$ cat src/rtl/ex_muldiv_ctrl_if.sv
// Request/result bundle between the EX stage and the iterative mul/div unit.
interface ex_muldiv_ctrl_if #(
    parameter int WIDTH = 32
);
    logic             start;
    logic [1:0]       op;
    logic [WIDTH-1:0] src_a;
    logic [WIDTH-1:0] src_b;
    logic             flush;
    logic             busy;
    logic             done;
    logic             div_by_zero;
    logic [WIDTH-1:0] hi;
    logic [WIDTH-1:0] lo;

    modport master (
        output start, op, src_a, src_b, flush,
        input  busy, done, div_by_zero, hi, lo
    );

    modport slave (
        input  start, op, src_a, src_b, flush,
        output busy, done, div_by_zero, hi, lo
    );
endinterface

$ cat src/rtl/ex_muldiv_ctrl.sv
// Radix-2 iterative MULT/MULTU/DIV/DIVU sequencer with HI/LO result registers.
// Operands run as magnitudes; signs are restored in FIN before the write.
module ex_muldiv_ctrl #(
    parameter int WIDTH = 32
) (
    input logic             clk,
    input logic             reset,
    ex_muldiv_ctrl_if.slave bus
);
    localparam int CW = $clog2(WIDTH + 1);

    typedef enum logic [1:0] {
        IDLE,
        RUN,
        FIN
    } state_t;

    state_t           state;
    state_t           state_nxt;
    logic [WIDTH-1:0] acc;
    logic [WIDTH-1:0] qr;
    logic [WIDTH-1:0] opb;
    logic [CW-1:0]    cnt;
    logic             is_div;
    logic             neg_q;
    logic             neg_r;
    logic             dz;

    logic             launch;
    logic             fin_exit;
    logic             sgn;
    logic             a_neg;
    logic             b_neg;
    logic [WIDTH-1:0] a_mag;
    logic [WIDTH-1:0] b_mag;

    logic [WIDTH:0]     mul_sum;
    logic [WIDTH:0]     div_tmp;
    logic               div_ge;
    logic [WIDTH-1:0]   div_sub;
    logic [WIDTH-1:0]   step_acc;
    logic [WIDTH-1:0]   step_qr;
    logic [2*WIDTH-1:0] prod_fix;
    logic [WIDTH-1:0]   q_fix;
    logic [WIDTH-1:0]   r_fix;
    logic [WIDTH-1:0]   res_hi;
    logic [WIDTH-1:0]   res_lo;

    assign bus.busy = (state != IDLE);

    always_comb begin
        sgn   = ~bus.op[0];
        a_neg = sgn & bus.src_a[WIDTH-1];
        b_neg = sgn & bus.src_b[WIDTH-1];
        a_mag = a_neg ? -bus.src_a : bus.src_a;
        b_mag = b_neg ? -bus.src_b : bus.src_b;
    end

    always_ff @(posedge clk) begin
        if (reset) begin
            state <= IDLE;
        end else begin
            state <= state_nxt;
        end
    end

    always_comb begin
        state_nxt = state;
        launch    = 1'b0;
        fin_exit  = 1'b0;
        unique case (state)
            IDLE: begin
                if (bus.start && !bus.flush) begin
                    launch = 1'b1;
                    if (bus.op[1] && bus.src_b == '0) begin
                        state_nxt = FIN;
                    end else begin
                        state_nxt = RUN;
                    end
                end
            end
            RUN: begin
                if (bus.flush) begin
                    state_nxt = IDLE;
                end else if (cnt == CW'(WIDTH - 1)) begin
                    state_nxt = FIN;
                end
            end
            FIN: begin
                state_nxt = IDLE;
                fin_exit  = !bus.flush;
            end
            default: state_nxt = IDLE;
        endcase
    end

    // One iteration: shift-add for multiply, restoring subtract for divide.
    always_comb begin
        mul_sum = {1'b0, acc} + (qr[0] ? {1'b0, opb} : '0);
        div_tmp = {acc, qr[WIDTH-1]};
        div_ge  = div_tmp >= {1'b0, opb};
        div_sub = div_tmp[WIDTH-1:0] - opb;
        if (is_div) begin
            step_acc = div_ge ? div_sub : div_tmp[WIDTH-1:0];
            step_qr  = {qr[WIDTH-2:0], div_ge};
        end else begin
            step_acc = mul_sum[WIDTH:1];
            step_qr  = {mul_sum[0], qr[WIDTH-1:1]};
        end
    end

    always_comb begin
        prod_fix = neg_q ? -{acc, qr} : {acc, qr};
        q_fix    = neg_q ? -qr : qr;
        r_fix    = neg_r ? -acc : acc;
        if (is_div) begin
            res_hi = r_fix;
            res_lo = q_fix;
        end else begin
            res_hi = prod_fix[2*WIDTH-1:WIDTH];
            res_lo = prod_fix[WIDTH-1:0];
        end
    end

    always_ff @(posedge clk) begin
        if (reset) begin
            acc             <= '0;
            qr              <= '0;
            opb             <= '0;
            cnt             <= '0;
            is_div          <= 1'b0;
            neg_q           <= 1'b0;
            neg_r           <= 1'b0;
            dz              <= 1'b0;
            bus.done        <= 1'b0;
            bus.div_by_zero <= 1'b0;
            bus.hi          <= '0;
            bus.lo          <= '0;
        end else begin
            bus.done        <= fin_exit;
            bus.div_by_zero <= fin_exit & dz;
            if (launch) begin
                acc    <= '0;
                qr     <= a_mag;
                opb    <= b_mag;
                cnt    <= '0;
                is_div <= bus.op[1];
                neg_q  <= a_neg ^ b_neg;
                neg_r  <= a_neg;
                dz     <= bus.op[1] & (bus.src_b == '0);
            end else if (state == RUN) begin
                acc <= step_acc;
                qr  <= step_qr;
                cnt <= cnt + 1'b1;
            end
            // A divide by zero leaves the previous HI/LO visible.
            if (fin_exit && !dz) begin
                bus.hi <= res_hi;
                bus.lo <= res_lo;
            end
        end
    end
endmodule
$ cat src/flat_wrapper.sv
// flat-port wrapper written by rule: the top's interface ports become plain ports
module ex_muldiv_ctrl_flat 
#(
    parameter int WIDTH = 32
)
  (clk, reset, bus_start, bus_op, bus_src_a, bus_src_b, bus_flush, bus_busy, bus_done, bus_div_by_zero, bus_hi, bus_lo);
  ex_muldiv_ctrl_if #(.WIDTH(WIDTH)) bus_i ();
  input logic clk;
  input logic reset;
  input wire logic [$bits(bus_i.start)-1:0] bus_start;
  input wire logic [$bits(bus_i.op)-1:0] bus_op;
  input wire logic [$bits(bus_i.src_a)-1:0] bus_src_a;
  input wire logic [$bits(bus_i.src_b)-1:0] bus_src_b;
  input wire logic [$bits(bus_i.flush)-1:0] bus_flush;
  output wire logic [$bits(bus_i.busy)-1:0] bus_busy;
  output wire logic [$bits(bus_i.done)-1:0] bus_done;
  output wire logic [$bits(bus_i.div_by_zero)-1:0] bus_div_by_zero;
  output wire logic [$bits(bus_i.hi)-1:0] bus_hi;
  output wire logic [$bits(bus_i.lo)-1:0] bus_lo;
  assign bus_i.start = bus_start;
  assign bus_i.op = bus_op;
  assign bus_i.src_a = bus_src_a;
  assign bus_i.src_b = bus_src_b;
  assign bus_i.flush = bus_flush;
  assign bus_busy = bus_i.busy;
  assign bus_done = bus_i.done;
  assign bus_div_by_zero = bus_i.div_by_zero;
  assign bus_hi = bus_i.hi;
  assign bus_lo = bus_i.lo;
  ex_muldiv_ctrl #(.WIDTH(WIDTH)) u_core (.clk(clk), .reset(reset), .bus(bus_i));
endmodule
$ cat config.mk
export PLATFORM = sky130hd
export DESIGN_NAME = ex_muldiv_ctrl_flat
export DESIGN_NICKNAME = d
export VERILOG_FILES = /design/src/rtl/ex_muldiv_ctrl_if.sv /design/src/rtl/ex_muldiv_ctrl.sv /design/src/flat_wrapper.sv
export SDC_FILE = /design/constraint.sdc
export NUM_CORES = 1
export LEC_CHECK = 0
export CAP_MARGIN = 20
export CELL_PAD_IN_SITES_DETAIL_PLACEMENT = 1
export CELL_PAD_IN_SITES_GLOBAL_PLACEMENT = 1
export CORE_AREA = 4 4 182 184
export DETAILED_ROUTE_END_ITERATION = 8
export DIE_AREA = 0 0 186 188
export GPL_ROUTABILITY_DRIVEN = 0
export PLACE_DENSITY_LB_ADDON = 0.1
export SYNTH_ARGS = -nofsm -noshare
export SYNTH_HDL_FRONTEND = slang
export SYNTH_SLANG_ARGS = --single-unit
$ cat constraint.sdc
create_clock -name clk -period 4.35 [get_ports clk]
set_input_delay 0.87 -clock clk [delete_from_list [all_inputs] [get_ports clk]]
set_output_delay 0.87 -clock clk [all_outputs]
set_load 0.01 [all_outputs]
# Yosys cells after proc, flatten, opt, wreduce, memory -nomap -nowiden

Cells that the tools add are included.

Bits in registers: 174
Latch bits: 0
Bits in writable memories: 0
Bits in read-only memories: 0
Bits of input ports: 70
Logic and storage cells: 65
Memories: 0

$add $sub $neg: 8
Multipliers: 0
Div/mod/pow operators: 0
Order comparisons: 1
Eq/ne operators: 5
Shift operators: 0
Mux-type cells: 21
Bitwise gates (word level): 6
Reductions and logical operators: 11

Operators by type and width:

| kind                  | count |
|---|---|
| $mux W32              | 12 |
| $neg A32 Y32          | 4 |
| $mux W64              | 1 |
| $neg A64 Y64          | 1 |
| $add A32 B33 Y33      | 1 |
| $ge A33 B32 Y1        | 1 |
| $logic_not A32 Y1     | 1 |
| $sub A32 B32 Y32      | 1 |
| $mux W2               | 4 |
| $add A6 B1 Y6 const B | 1 |
| $eq A6 B5 Y1 const B  | 1 |
| $and A1 B1 Y1         | 4 |
| $pmux W2 S2           | 1 |
| $reduce_bool A2 Y1    | 2 |
| $logic_and A1 B1 Y1   | 3 |
| $mux W1               | 3 |
| $ne A3 B2 Y1 const B  | 1 |
| $eq A2 B1 Y1 const B  | 1 |
| $eq A2 B2 Y1 const B  | 1 |
| $logic_not A1 Y1      | 2 |
| $logic_not A2 Y1      | 1 |
| $ne A2 B1 Y1 const B  | 1 |
| $reduce_and A2 Y1     | 1 |
| $reduce_or A2 Y1      | 1 |
| 2 further kinds       | 2 |

# Logic depth before layout (Yosys ltp)

Gate-level depths: netlist (run 1).

Depth after elaboration: 5
Mapped depth: 14
Gate-level depth less buffers: 13

# Least setup slack after synthesis (run 1)

Ideal clock, no wire load.

Path kind: flip-flop to flip-flop
From: register u_core.qr[0]
To: register u_core.acc[31]
Setup time: 122 ps
Arrival time: 3241 ps
Setup slack: 986 ps
Cell stages (with the launch flop): 15
Period minus slack after synthesis: 3364 ps
Cells stage by stage: dfxtp_1 -> clkbuf_1 -> inv_1 -> clkbuf_1 -> nor2_1 -> ha_1 -> a21oi_1 -> o21ai_0 -> a221o_1 -> or3_1 -> o211ai_1 -> a32oi_1 -> a221o_1 -> a211oi_1 -> nor3_1

Longest elaborated chain between the ends: 3

RTL lines:

| item                   | RTL line              | text |
|---|---|---|
| start, declared        | ex_muldiv_ctrl.sv:21  | `logic [WIDTH-1:0] qr;` |
| start signal, assigned | ex_muldiv_ctrl.sv:144 | `qr <= a_mag;` |
| start signal, assigned | ex_muldiv_ctrl.sv:153 | `qr <= step_qr;` |
| $mux W32               | ex_muldiv_ctrl.sv:99  | `mul_sum = {1'b0, acc} + (qr[0] ? {1'b0, opb} : '0);` |
| $add A32 B33 Y33       | ex_muldiv_ctrl.sv:99  |  |
| $mux W32               | ex_muldiv_ctrl.sv:103 | `if (is_div) begin` |
| end signal, assigned   | ex_muldiv_ctrl.sv:152 | `acc <= step_acc;` |
| end, declared          | ex_muldiv_ctrl.sv:20  | `logic [WIDTH-1:0] acc;` |

Every way passes these cells.
A chain may end at the register's enable or synchronous reset.

# Worst setup path after layout (run 1)

From: register u_core.acc[13]
To: register u_core.acc[8]

Longest elaborated chain between the ends: 3

RTL lines:

| item           | RTL line              | text |
|---|---|---|
| $ge A33 B32 Y1 | ex_muldiv_ctrl.sv:101 | `div_ge = div_tmp >= {1'b0, opb};` |
| $mux W32       | ex_muldiv_ctrl.sv:104 | `step_acc = div_ge ? div_sub : div_tmp[WIDTH-1:0];` |
| $mux W32       | ex_muldiv_ctrl.sv:103 |  |

Every way passes these cells.

==> metrics.txt, run 1 <==
Post-Synth Simple-Gate Area 0.200; Rows 65; post-cts hold buffer count 0; asr flop ratio synth 0; first-pass GRT wire length 76.7 mm; Via density 6.08; Residual DRC 0; top-level port count 137; Synth Cell Area 13400 µm²; r2r worst-path depth 11; crit-path max FO 23; CTS tree done; Mean Syn Cell Area 7.52 µm²; Synth Instances 1780; Critical Path End Type register; Vias 13.9k; filler cell count 3853; Arr. time, crit path 4.04 ns; worst hold start u_core.bus.hi[11]$_SDFFE_PP0P_; Slew Limit Fails 0; post-synthesis mux area share 0.0362; ANT cells 0; pwr dens 293 nW/µm²; CTS resizes 0; Routed Antenna Nets 0; cts bufs inserted 17; chip height 188 µm; Initial Util 0.427; die area 35000 µm²; total power 4630 µW; R2R Setup Slk 0.66 ns; Area Overhead vs Synth 18.2%; iteration count of the initial detailed-routing pass 5; Final HPWL DP 37.3 mm; Worst-Margin Slew 1.00 ns; skew final 0.0160 ns; GRT Util Overall 0.275; clock-pin slew on the worst setup and hold paths 0.07 ns; largest net degree at the start of global routing 95; reg-to-reg endpoint u_core.acc[8]$_SDFFE_PP0P_; Worst EP required 4.70 ns; max-cap viol count 0; Hold Crit Endpoint u_core.bus.hi[11]$_SDFFE_PP0P_; worst-skew pair later-pin latency 0.46 ns; post-synthesis adder-cell area fraction 0.0675; unrepaired setup endpoints after global routing false; grt ovf 0; cell leakage power 0.00588 µW; clock sink count 174; outcome finished clean; CORE AREA 31400 µm²; post-route cell area 15800 µm²; Horiz. Die Dim 186 µm; port buffer count 136; clock tree buffer depth 2; final WL 48.8 mm; worst ir drop on vdd 0.000277 V; dominant synthesized flop cell dfxtp_1; multi-input logic area 9250 µm²; root cell of the clock tree clkbuf_16; Startpoint Class register; HP Class register to register; Synth Area in Compound Gates 0.277; Final Setup Violations 0; Setup CP Type register to register; fmax 0.271 GHz; post-synth cell types 74; Avg WL per Cell 21.4 µm; H-tree depth 4; #FFs+latches synth 174; r2r startpoint u_core.acc[13]$_SDFFE_PP0P_; Rel. slew slack 0.322; largest family of logic cells by synthesized area compound AO/OA/AOI/OAI gates; Final min period 3.69 ns; Nets 2008; Final Hold Viols 0; Tcrit/Tclk final 0.848; commonest non-fill, non-tap cell in the layout nor2_1; Synth Area in XOR/XNOR 0.108; register area 3480 µm²; Fin Setup TNS 0 ns; placed inst area 15200 µm²; DR iter-0 viols 1083; sequential area share after synthesis 0.260; hold path cells 2; Setup Buffers After CTS 0; Post-synth EDFFs 0; commonest non-fill, non-tap cells in the layout nor2_1, dfxtp_1, nand2_1; Syn Nets 1921; initial antenna violation count 0; share of cells above drive strength 1 0.0601; vias in the first global route 13.7k; Synth Warn # 0
-- metrics by stage --
step                instances  hold WS [ns]   util  worst slack (ns)
floorplan                1780         0.432      -             0.986
global placement         2250         0.439  0.484             0.569
detailed placement       2250         0.449  0.484             0.479
CTS                      2282         0.459  0.504             0.749
global route             2282         0.475  0.504             0.474
finish                   2282         0.455  0.504             0.663
-- cell type report --
type                    instances  share of cell area
multi-input cells            1427               0.584
flip-flops and latches        174               0.220
repair buffers                181               0.108
well taps                     402              0.0318
clock buffers                  19              0.0280
inverters                      66              0.0156
clock inverters                13              0.0126
-- power by group --
part,leakage [µW],switching (µW),internal [µW]
registers,0.00141,87.0,1650
logic,0.00415,707,455
clock network,0.000313,743,994
total,0.00588,1540,3100
-- flip-flops by register name, indices dropped and copies added, names as in the netlist --
signal / cells
u_core.dz: 1
u_core.opb: 32
u_core.bus.lo: 32
u_core.neg_q: 1
u_core.bus.done: 1
u_core.bus.div_by_zero: 1
u_core.neg_r: 1
u_core.bus.hi: 32
u_core.cnt: 6
u_core.qr: 32
u_core.acc: 32
u_core.is_div: 1
u_core.state: 2
-- how the worst max path moves through the flow --
stage | from | to | slack [ns] | cells past startpoint
2_1_floorplan | u_core.qr[0]$_SDFFE_PP0P_ | u_core.acc[31]$_SDFFE_PP0P_ | 0.99 | 14
3_3_place_gp | bus_src_b[7] | u_core.state[1]$_SDFFE_PP0P_ | 0.57 | 10
3_5_place_dp | bus_src_b[7] | u_core.state[1]$_SDFFE_PP0P_ | 0.48 | 10
4_1_cts | u_core.qr[0]$_SDFFE_PP0P_ | u_core.acc[27]$_SDFFE_PP0P_ | 0.75 | 14
5_1_grt | u_core.qr[0]$_SDFFE_PP0P_ | u_core.acc[27]$_SDFFE_PP0P_ | 0.47 | 14
6_report | u_core.acc[13]$_SDFFE_PP0P_ | u_core.acc[8]$_SDFFE_PP0P_ | 0.66 | 11
-- cell families after synthesis --
family,count (synthesis)
compound gates,559
xor+xnor,165
fa+ha+maj,71
buf+inv,179
flops,174
mux,48
simple gates,584
-- Yosys cell counts, drive strengths merged (4+ instances only) --
cell type	instances	area [µm²]
a31o	9	78.8
xnor2	78	683
o221ai	4	35.0
nand2b	12	75.1
nor2	231	867
a21o	31	233
nand3b	9	67.6
or3	20	130
a211oi	134	1010
mux2	4	45.0
nor3	49	245
nand2	151	572
nor2b	9	56.3
ha	69	863
a211o	5	43.8
o21ai	103	523
o211ai	16	120
nand3	24	120
o311ai	5	43.8
o41ai	12	105
clkbuf	105	394
or4	12	101
dfxtp	174	3480
a311oi	8	70.1
o21bai	4	30.0
and2	7	43.8
a21oi	129	646
or2	8	50.1
buf	8	42.5
a221oi	5	43.8
inv	66	248
o31ai	30	225
nor4	14	87.6
o22ai	6	37.5
a31oi	20	125
mux2i	44	440
and3	14	87.6
xor2	87	762
o21a	6	45.0
nand4	13	81.3
-- critical path, stage by stage (launching register included) --
cell and delay [ns]:
dfxtp_1 0.65, ha_1 0.43, a21o_1 0.22, a21o_1 0.17, a211oi_1 0.17, o21ai_0 0.29
a211oi_1 0.62, nor2_2 0.12, buf_4 0.27, mux2i_1 0.28, a211oi_1 0.11, a31o_2 0.24
-- metal layers --
metal,vias to the layer above,routed length (µm),share of wire,GRT usage
met2,358,21700,0.45,0.424
met3,62,2500,0.051,0.0371
met1,6793,23100,0.47,0.396
li1,6663,-,-,-
met5,-,0,0,0
met4,0,1390,0.028,0.0866
(Power assumes the default switching activity.)
==> run 2: changes to the inputs <==
--- a/config.mk
+++ b/config.mk
@@ -8,9 +8,9 @@
 export CAP_MARGIN = 20
 export CELL_PAD_IN_SITES_DETAIL_PLACEMENT = 1
 export CELL_PAD_IN_SITES_GLOBAL_PLACEMENT = 1
-export CORE_AREA = 4 4 182 184
+export CORE_AREA = 4 4 191 193
 export DETAILED_ROUTE_END_ITERATION = 8
-export DIE_AREA = 0 0 186 188
+export DIE_AREA = 0 0 195 197
 export GPL_ROUTABILITY_DRIVEN = 0
 export PLACE_DENSITY_LB_ADDON = 0.1
 export SYNTH_ARGS = -nofsm -noshare
==> constraint.sdc (replaced) <==
create_clock -name clk -period 3.3 [get_ports clk]
set_input_delay 0.66 -clock clk [delete_from_list [all_inputs] [get_ports clk]]
set_output_delay 0.66 -clock clk [all_outputs]
set_load 0.01 [all_outputs]
==> run 2 against run 1 <==
  * First-iteration DRC count shrank 14%
  * Sequential cell count unchanged
  * Non-clock buffer count is 145 higher
  * Power increased by 34%
  * Clock-buffer cell count increased by 2
  * Via count increased by 4.7%
  * Highest routed layer unchanged
==> metrics.txt, run 2 (same netlist as run 1, synthesis figures left out) <==
outcome finished clean; CORE AREA 34500 µm² (+10%); Final min period 3.23 ns (-0.455 ns); chip height 197 µm (+4.8%); crit-path max FO 7 (-70%); clock tree buffer depth 2 (unchanged); Worst EP required 3.65 ns (-1.05 ns); Setup CP Type register to register; Residual DRC 0 (unchanged); Startpoint Class register; clock sink count 174 (unchanged); ANT cells 0 (unchanged); unrepaired setup endpoints after global routing true; CTS tree done; Tcrit/Tclk final 0.979 (+0.132); clock-pin slew on the worst setup and hold paths 0.07 ns (about the same); Nets 2153 (+7.2%); GRT Util Overall 0.265 (-0.0100); die area 38400 µm² (+9.9%); top-level port count 137 (unchanged); Rows 68 (+4.6%); Vias 14.5k (+4.7%); WHS 0.455 ns (-0.000545 ns); final WL 53.4 mm (+9.5%); share of cells above drive strength 1 0.145 (+0.0846); Final HPWL DP 41.1 mm (+10%); cts bufs inserted 17 (unchanged); Avg WL per Cell 21.5 µm (+0.73%); R2R Setup Slk 0.07 ns (-0.60 ns); Final Setup Violations 0 (unchanged); port buffer count 136 (unchanged); Slew Limit Fails 0 (unchanged); Horiz. Die Dim 195 µm (+4.8%); iteration count of the initial detailed-routing pass 5 (unchanged); largest net degree at the start of global routing 140 (+47%); Final Hold Viols 0 (unchanged); post-cts hold buffer count 0 (unchanged); fmax 0.309 GHz (+14%); Routed Antenna Nets 0 (unchanged); Rel. slew slack 0.324 (+0.00184); vias in the first global route 14.3k (+4.7%); H-tree depth 4 (unchanged); Area Overhead vs Synth 28.5%; worst ir drop on vdd 0.000384 V (+39%); Arr. time, crit path 3.58 ns (-0.46 ns); commonest non-fill, non-tap cells in the layout nor2_1, buf_4, dfxtp_1; HP Class register to register; Worst-Margin Slew 1.01 ns (+0.00625 ns); Via density 5.86 (-3.7%); worst-skew pair later-pin latency 0.47 ns (about the same); initial antenna violation count 0 (unchanged); pwr dens 361 nW/µm² (+23%); first-pass GRT wire length 81.8 mm (+6.7%); commonest non-fill, non-tap cell in the layout nor2_1; DR iter-0 viols 935 (-14%); skew final 0.0172 ns (+0.00119 ns); Critical Path End Type register; Initial Util 0.388 (-0.0389); cell leakage power 0.00662 µW (+12%); final core area utilization 0.498 (-0.00597); grt ovf 0 (unchanged); root cell of the clock tree clkbuf_16; max-cap viol count 0 (unchanged)
run 2: layout make-up:
cell class              instances  area, µm²
inverters                      66        255
flip-flops and latches        174       3490
well taps                     455        569
multi-input cells            1427       9440
clock inverters                11        133
repair buffers                326       2870
clock buffers                  21        460
fillers                      4245      17300
run 2: power breakdown:
group / switching [µW] / internal, µW / total, µW / leakage, µW
Sequential: 73.6 / 2170 / 2250 / 0.00142
Combinational: 1060 / 758 / 1820 / 0.00492
Clock: 973 / 1170 / 2140 / 0.000284
Total: 2110 / 4100 / 6210 / 0.00662
run 2: what timing repair did:
| item | 4_1_cts | 5_1_grt |
|---|---|---|
| gates cloned | 0 | 1 |
| pin swaps | 3 | 19 |
| setup buffers | 1 | 6 |
| setup endpoints to repair | 12 | 33 |
| resized for setup | 12 | 41 |
run 2: path summary, 6_finish.rpt:
kind | startpoint | end | depth (start not counted)
worst max-delay path | u_core.qr[0]$_SDFFE_PP0P_ | u_core.acc[31]$_SDFFE_PP0P_ | 15
worst min-delay path | u_core.bus.hi[12]$_SDFFE_PP0P_ | u_core.bus.hi[12]$_SDFFE_PP0P_ | 2
worst max register to register | u_core.qr[0]$_SDFFE_PP0P_ | u_core.acc[31]$_SDFFE_PP0P_ | 15
worst min register to register | u_core.bus.hi[12]$_SDFFE_PP0P_ | u_core.bus.hi[12]$_SDFFE_PP0P_ | 2
run 2: critical path, cell delays in order, from the launching register on:
cell	delay, ns
dfxtp_4	0.38
inv_8	0.05
buf_12	0.13
nor2_1	0.12
ha_1	0.25
and3_4	0.19
buf_4	0.14
and3_1	0.18
a22o_1	0.25
o211a_1	0.27
o211ai_1	0.22
buf_4	0.18
a32oi_4	0.12
a221o_1	0.37
a211oi_2	0.18
nor3_1	0.07
run 2: metal layers:
metal	vias to the layer above	GRT usage	part of all wire	wire length, µm
li1	6932	-	-	-
met1	7112	0.381	0.48	25700
met2	399	0.415	0.44	23600
met3	82	0.0381	0.051	2720
met4	0	0.0734	0.027	1430
met5	-	0	0	0
run 2: through the flow:
stage | area (µm²) | cells | setup slack (ns) | setup TNS (ns) | total power, µW
final | 17200 | 2480 | 0.0679 | 0 | 6210
after global routing | 17200 | 2480 | -0.0679 | -0.224 | 6470
after CTS | 17000 | 2473 | -0.0155 | -0.0155 | 6160
after detailed placement | 16300 | 2440 | -0.219 | -1.11 | 4030
after global placement | 16300 | 2440 | -0.0751 | -0.167 | 3990
after floorplan | 13400 | 1780 | 0.00568 | 0 | 3330
